[src/rtl/write_module_pkg.sv]
// Shared definitions for the write_module_continue slice.
//
// Contents:
//   op_type_e            - operation selector (OP_SCALAR = 0, OP_VECTOR = 1)
//   ADDR_WIDTH_DEFAULT   - default address width in bits
//   VEC_OFFSET_DEFAULT   - default distance from base to final vector element
//   DONE_COUNT_WIDTH     - width of the completed-operation counter
package write_module_pkg;

    typedef enum logic {
        OP_SCALAR = 1'b0,
        OP_VECTOR = 1'b1
    } op_type_e;

    localparam int unsigned ADDR_WIDTH_DEFAULT = 10;
    localparam int unsigned VEC_OFFSET_DEFAULT = 20;
    localparam int unsigned DONE_COUNT_WIDTH   = 16;

endpackage

[src/rtl/wmc_last_addr.sv]
// Final-address generator for vector writes.
//
// Computes the last element address of a vector write as
// (base_address + VEC_OFFSET) mod 2^ADDR_WIDTH. When WMC_RANGE_CHECK_EN is
// defined it also reports whether write_address lies inside the modular
// window base_address..last_address (inclusive), which may wrap past the top
// of the address space.
//
// Ports:
//   base_address   in   ADDR_WIDTH  start address of the current operation
//   write_address  in   ADDR_WIDTH  address currently being written
//   last_address   out  ADDR_WIDTH  final element address (wrapping)
//   in_range       out  1           write_address within the window
//                                   (only with WMC_RANGE_CHECK_EN)
module wmc_last_addr
    import write_module_pkg::*;
#(
    parameter int unsigned ADDR_WIDTH = ADDR_WIDTH_DEFAULT,
    parameter int unsigned VEC_OFFSET = VEC_OFFSET_DEFAULT
) (
    input  logic [ADDR_WIDTH-1:0] base_address,
`ifdef WMC_RANGE_CHECK_EN
    input  logic [ADDR_WIDTH-1:0] write_address,
    output logic [ADDR_WIDTH-1:0] last_address,
    output logic                  in_range
`else
    output logic [ADDR_WIDTH-1:0] last_address
`endif
);

    // Offset truncated to the address width so the sum wraps naturally.
    localparam logic [ADDR_WIDTH-1:0] OFFSET = ADDR_WIDTH'(VEC_OFFSET);

    assign last_address = base_address + OFFSET;

`ifdef WMC_RANGE_CHECK_EN
    logic [ADDR_WIDTH-1:0] rel_address;

    // Distance from base in modular arithmetic; the window is inclusive and
    // spans exactly OFFSET addresses past base, so a single compare suffices
    // even when the window wraps past the top of the address space.
    assign rel_address = write_address - base_address;
    assign in_range    = (rel_address <= OFFSET);
`endif

endmodule

[src/rtl/write_module_continue.sv]
// Write-completion tracker.
//
// Flags completion of a scalar or vector write. A scalar write completes when
// the written address equals the base address; a vector write completes on
// its final element at base + VEC_OFFSET (wrapping). The completion flag is
// purely combinational; a registered copy qualified by write_valid and a
// wrapping 16-bit count of completed operations are also provided. No other
// operation state is held, so op_type/base_address changes act immediately.
//
// Optional feature (macro WMC_RANGE_CHECK_EN): a registered addr_error flag
// that marks valid vector writes outside the modular base..last window.
//
// Ports:
//   clk            in   1           clock, rising edge
//   rst_n          in   1           synchronous active-low reset
//   base_address   in   ADDR_WIDTH  start address of the current operation
//   write_address  in   ADDR_WIDTH  address currently being written
//   op_type        in   1           0 scalar, 1 vector
//   write_valid    in   1           qualifies write_address for registered logic
//   write_done     out  1           combinational completion flag
//   write_done_q   out  1           registered, write_valid-qualified completion
//   done_count     out  16          completed operation count (wraps)
//   addr_error     out  1           out-of-range vector write (macro only)
module write_module_continue
    import write_module_pkg::*;
#(
    parameter int unsigned ADDR_WIDTH = ADDR_WIDTH_DEFAULT,
    parameter int unsigned VEC_OFFSET = VEC_OFFSET_DEFAULT
) (
    input  logic                        clk,
    input  logic                        rst_n,
    input  logic [ADDR_WIDTH-1:0]       base_address,
    input  logic [ADDR_WIDTH-1:0]       write_address,
    input  logic                        op_type,
    input  logic                        write_valid,
    output logic                        write_done,
    output logic                        write_done_q,
`ifdef WMC_RANGE_CHECK_EN
    output logic [DONE_COUNT_WIDTH-1:0] done_count,
    output logic                        addr_error
`else
    output logic [DONE_COUNT_WIDTH-1:0] done_count
`endif
);

    op_type_e                    op;
    logic [ADDR_WIDTH-1:0]       last_address;
    logic                        done_valid;
    logic                        write_done_d;
    logic [DONE_COUNT_WIDTH-1:0] done_count_q;
    logic [DONE_COUNT_WIDTH-1:0] done_count_d;
    logic                        write_done_r;

    assign op = op_type_e'(op_type);

`ifdef WMC_RANGE_CHECK_EN
    logic in_range;
    logic addr_error_q;
    logic addr_error_d;

    wmc_last_addr #(
        .ADDR_WIDTH (ADDR_WIDTH),
        .VEC_OFFSET (VEC_OFFSET)
    ) u_last_addr (
        .base_address  (base_address),
        .write_address (write_address),
        .last_address  (last_address),
        .in_range      (in_range)
    );
`else
    wmc_last_addr #(
        .ADDR_WIDTH (ADDR_WIDTH),
        .VEC_OFFSET (VEC_OFFSET)
    ) u_last_addr (
        .base_address (base_address),
        .last_address (last_address)
    );
`endif

    // Completion flag: independent of clock, reset and write_valid.
    always_comb begin
        write_done = 1'b0;
        unique case (op)
            OP_SCALAR: write_done = (write_address == base_address);
            OP_VECTOR: write_done = (write_address == last_address);
            default:   write_done = 1'b0;
        endcase
    end

    assign done_valid = write_valid & write_done;

    always_comb begin
        write_done_d = done_valid;
        done_count_d = done_count_q;
        if (done_valid) begin
            done_count_d = done_count_q + DONE_COUNT_WIDTH'(1);
        end
    end

    always_ff @(posedge clk) begin
        if (!rst_n) begin
            write_done_r <= 1'b0;
            done_count_q <= '0;
        end else begin
            write_done_r <= write_done_d;
            done_count_q <= done_count_d;
        end
    end

    assign write_done_q = write_done_r;
    assign done_count   = done_count_q;

`ifdef WMC_RANGE_CHECK_EN
    // Only valid vector writes are range checked; scalar writes never flag.
    always_comb begin
        addr_error_d = write_valid & (op == OP_VECTOR) & ~in_range;
    end

    always_ff @(posedge clk) begin
        if (!rst_n) begin
            addr_error_q <= 1'b0;
        end else begin
            addr_error_q <= addr_error_d;
        end
    end

    assign addr_error = addr_error_q;
`endif

endmodule

[config.mk]
export PLATFORM = sky130hd
export DESIGN_NAME = write_module_continue
export DESIGN_NICKNAME = d
export VERILOG_FILES = /design/src/rtl/write_module_pkg.sv /design/src/rtl/wmc_last_addr.sv /design/src/rtl/write_module_continue.sv
export SDC_FILE = /design/constraint.sdc
export NUM_CORES = 1
export LEC_CHECK = 0
export CORE_ASPECT_RATIO = 0.8
export CORE_UTILIZATION = 45
export DETAILED_ROUTE_END_ITERATION = 7
export GPL_TIMING_DRIVEN = 1
export PLACE_DENSITY = 0.83
export SKIP_LAST_GASP = 1
export SYNTH_ARGS = -nofsm -noshare
export SYNTH_HDL_FRONTEND = slang
export SYNTH_SLANG_ARGS = --single-unit
[constraint.sdc]
create_clock -name clk -period 3.05 [get_ports clk]
set_clock_uncertainty 0.2 [all_clocks]
set_input_delay 0.305 -clock clk [delete_from_list [all_inputs] [get_ports clk]]
set_output_delay 0.305 -clock clk [all_outputs]
set_load 0.005 [all_outputs]
# Word-level counts from Yosys, hierarchy flattened
# Cells that the tools add are included.
# Widths: inputs -> output; s select.
# word_totals
regBits	17
out_inout_bits	18
# classes
addsub	2
n_eq_ne	2
muxes	1
bitwise_logic	2
# op_table
operator	count
$eq 10x10->1	2
$add 16x1->16 const B	1
$add 10x5->10 const B	1
$pmux 1 s2	1
$and 1x1->1	1
$not 1->1	1

# Depth between registers and ports, before layout
# logic_depth
depth_word	4
ltp_mapped	9
depth_no_buf	7

# Modules after synthesis
# Synthesis repeated with hierarchy kept, for this count alone.
# unflattened
hier_cells	153
hier_area_um2	1378.8
# by_module_without_submodules
module	instances	cells_each	area_each_um2	seq_area_each_um2
write_module_continue	1	136	1251.2	340.3
wmc_last_addr	1	17	127.6	0.0

# Worst setup path before layout
# Ideal clock, no wire load.
# synth_path
path_type	input to register
from	in base_address[5]
to	reg done_count_q[3] (netlist: done_count[3])
setup_ns	0.132
t_arrival_ns	2.175
t_required_ns	2.718
path_slack_ns	0.543
stages	8
cell_sequence	xor2_1 or4_1 o21a_1 or3_4 buf_6 buf_2 o41ai_1 a21oi_1
# synth_between
elab_chain_cells	4
elab_cells_between_ends	5
# synth_rtl
element	line_no	text
start: declaration	write_module_continue.sv:32	input logic [ADDR_WIDTH-1:0] base_address,
$add 10x5->10	wmc_last_addr.sv:34	assign last_address = base_address + OFFSET;
$eq 10x10->1	write_module_continue.sv:85	OP_VECTOR: write_done = (write_address == last_address);
$pmux 1 s2 *	write_module_continue.sv:83	unique case (op)
$and 1x1->1 *	write_module_continue.sv:90	assign done_valid = write_valid & write_done;
end signal: assignment	write_module_continue.sv:106	done_count_q <= done_count_d;
end: declaration	write_module_continue.sv:50	logic [DONE_COUNT_WIDTH-1:0] done_count_q;
# Mark *: on every way between the ends. The rest lies on a longest branch, timed or not.
# A chain may end at the register's enable or synchronous reset.

# Final worst setup path
# layout_path
from	in base_address[3]
to	out write_done
# layout_between
elab_chain_cells	3
elab_cells_between_ends	4
# layout_rtl
element	line_no	text
$add 10x5->10	wmc_last_addr.sv:34	
$eq 10x10->1	write_module_continue.sv:85	
$pmux 1 s2 *	write_module_continue.sv:83	
end: declaration	write_module_continue.sv:36	output logic write_done,
# Marked as above.

==> key figures <==
Floorplanning
  • Initial Util: 0.481
  • Cell Rows: 16
  • Die area: 2860 sq um
  • Core area: 2480 sq um
  • Die Wd: 59.6 microns
  • Ports: 42
  • Die H: 48.1 microns

Power
  • Power density over the cells: 265 nW/um^2
  • Pwr Total: 462 uW
  • LEAKAGE: 0.579 nW
  • Max rail drop VDD: 0.125 mV

Detailed routing
  • Detailed Route Iter0 Violations: 71
  • Post-Route WL: 3240 microns
  • Drt pass-1 iters: 4
  • Total number of vias: 1341
  • Final routed DRC violation total: 0
  • Wire length per cell: 14.1 microns
  • Routed Antenna Nets: 0
  • DR vias/cell: 5.83

Timing
  • Sum of negative setup slack: 0 ns
  • Final Hold Viols: 0
  • Crit path time final: 2.88 ns
  • Pins Over Slew Limit: 0
  • Tcrit/Tclk final: 0.943
  • Final setup violation count: 0
  • Peak Freq: 348 MHz
  • Slew HR: 0.656
  • RSZ-0062 raised after global routing: no
  • Final WS setup: 0.173 ns
  • Worst-margin pin slew: 0.515 ns

Global routing
  • Vias in the first global route: 1153
  • Pin count of the biggest net entering global routing: 24
  • Total GRT Usage: 0.235
  • Initial antenna violation count: 0
  • Global-route wire length before repair: 4970 microns
  • Global route overflow: 0

Final layout
  • Post-layout instance area: 1750 sq um
  • Commonest non-fill, non-tap cell in the layout: clkdlybuf4s50_1
  • Share of cells above drive strength 1: 0.134
  • Most frequent cells in the layout: clkdlybuf4s50_1 (39), dfxtp_1 (17), a21oi_1 (16)
  • Multi-input combinational cell area: 806 sq um
  • Final-layout fill cell count: 215
  • Register area: 340 sq um
  • Area grow syn2layout: 46.2%
  • Number of antenna diodes: 0
  • Number of nets in the layout: 221

Synth
  • Post-Syn Nets: 168
  • Cell area after synthesis: 1190 sq um
  • Mapped Cells: 142
  • Number of enable flip-flop cells after synthesis: 0
  • Yosys cell types: 41
  • Sequential element share of the synthesized area: 0.285
  • Synth warn: 0
  • Ys async rst share: 0
  • Main flop type after synthesis: dfxtp_1
  • Mean Syn Cell Area: 8.41 sq um
  • Post-synthesis register bit count: 17

Clock tree
  • CTS clock-pin slew for the worst setup and hold paths: 0.10 ns
  • Root buf cell: clkbuf_4
  • Worst-Skew Late Latency: 0.29 ns
  • CTS buffer count: 3
  • CTS tree: done
  • H-tree Lvls: 1
  • CTS Sinks: 17
  • CTS Buffer Depth: 2

Placement
  • Dpl cell area: 1710 sq um
  • Number of port buffers: 41
  • Detailed placer's ending HPWL: 2460 microns
  • GPL Wtd Cong: 0.751
  • Dpl ws: -0.0453 ns

Worst setup path
  • CP required: 2.54 ns
  • Crit Path Max Fanout: 11
  • Worst reg2reg startpoint: done_count[5]
  • Worst Setup SP: base_address[3]
  • R2R depth: 6
  • Launching element type of the critical path: input port
  • WS Path Type: input port to output port
  • R2R setup slack: 0.75 ns
  • R2R Path End: done_count[15]
  • Crit path DAT: 2.37 ns
  • Critical Path End Type: output port
  • CP Capture Point: write_done

Status
  • Status: completed

Run
  • Max-cap viol count: 0

Worst hold path
  • Min-Delay Path Class: flip-flop to flip-flop
==> layer usage <==
layer / up-vias / routed length [microns] / GRT usage
met5: - / 0 / 0
met4: 0 / 26 / 0.0884
met3: 4 / 173 / 0.0405
met2: 55 / 1620 / 0.438
met1: 621 / 1420 / 0.276
li1: 661 / - / -
==> logic make-up after synthesis <==
group	count (synthesis)	share of synthesized area
compound gates	39	0.219
xor+xnor	14	0.103
fa+ha+maj	2	0.0210
buf+inv	12	0.0451
flops	17	0.285
mux	1	0.00839
simple gates	57	0.319
==> layout make-up <==
type,instances,share of cell area
Clock buffer,4,0.0151
Inverter,6,0.0129
Multi-Input combinational cell,113,0.462
Sequential cell,17,0.195
Tap cell,36,0.0258
Timing Repair Buffer,54,0.290
==> synthesized netlist by cell type (2+ instances only) <==
| master | number | share of area |
|---|---|---|
| a21oi_1 | 16 | 0.067 |
| and3_1 | 4 | 0.021 |
| clkbuf_1 | 3 | 0.0094 |
| dfxtp_1 | 17 | 0.29 |
| ha_1 | 2 | 0.021 |
| inv_1 | 6 | 0.019 |
| nand2_1 | 8 | 0.025 |
| nand3_1 | 4 | 0.017 |
| nand4_1 | 6 | 0.031 |
| nor2_1 | 4 | 0.013 |
| nor2b_1 | 2 | 0.010 |
| nor3_1 | 2 | 0.0084 |
| nor4_1 | 2 | 0.010 |
| o21ai_0 | 2 | 0.0084 |
| o31ai_1 | 8 | 0.050 |
| o41ai_1 | 7 | 0.051 |
| or4_1 | 8 | 0.050 |
| or4b_1 | 2 | 0.017 |
| or4b_2 | 5 | 0.042 |
| xnor2_1 | 7 | 0.051 |
| xor2_1 | 7 | 0.051 |
==> power by group <==
part	internal, mW	switching [mW]	leakage, nW
Combinational	0.0618	0.0552	0.427
Sequential	0.222	0.0000319	0.137
Clock	0.0509	0.0724	0.0150
==> worst min path at each step <==
| stage | to | slack [ns] | start | cells past startpoint |
|---|---|---|---|---|
| 2_1_floorplan | done_count[8] | 0.25 | rst_n | 2 |
| 3_3_place_gp | done_count[15] | 0.26 | done_count[15] | 2 |
| 3_5_place_dp | done_count[15] | 0.28 | done_count[15] | 2 |
| 4_1_cts | done_count[15] | 0.29 | done_count[15] | 2 |
| 5_1_grt | done_count[15] | 0.31 | done_count[15] | 2 |
| 6_report | done_count[15] | 0.29 | done_count[15] | 2 |
==> timing repair <==
item,in CTS,in global routing
hold buffers,0,0
gates resized for setup,3,0
endpoints found under the setup margin,1,0
buffers inserted,1,0
==> sequential cells by signal, summed over array words and instances, names as in the netlist <==
signal,flops
write_done_q,1
done_count,16
==> stage by stage <==
stage / instances / hold slack [ns] / utilization
after floorplan: 142 / 0.253 / -
after global placement: 225 / 0.264 / 0.688
after detailed placement: 225 / 0.276 / 0.688
after CTS: 230 / 0.291 / 0.703
after global routing: 230 / 0.310 / 0.703
final: 230 / 0.294 / 0.703
==> critical path, stage by stage <==
cell	delay [ns]
clkdlybuf4s50_1	0.45
ha_1	0.24
buf_4	0.16
or3_1	0.33
a31oi_1	0.19
o221a_2	0.34
nor2_1	0.08
dlygate4sd2_1	0.26
No activity file was read; power rests on OpenSTA's default activity.
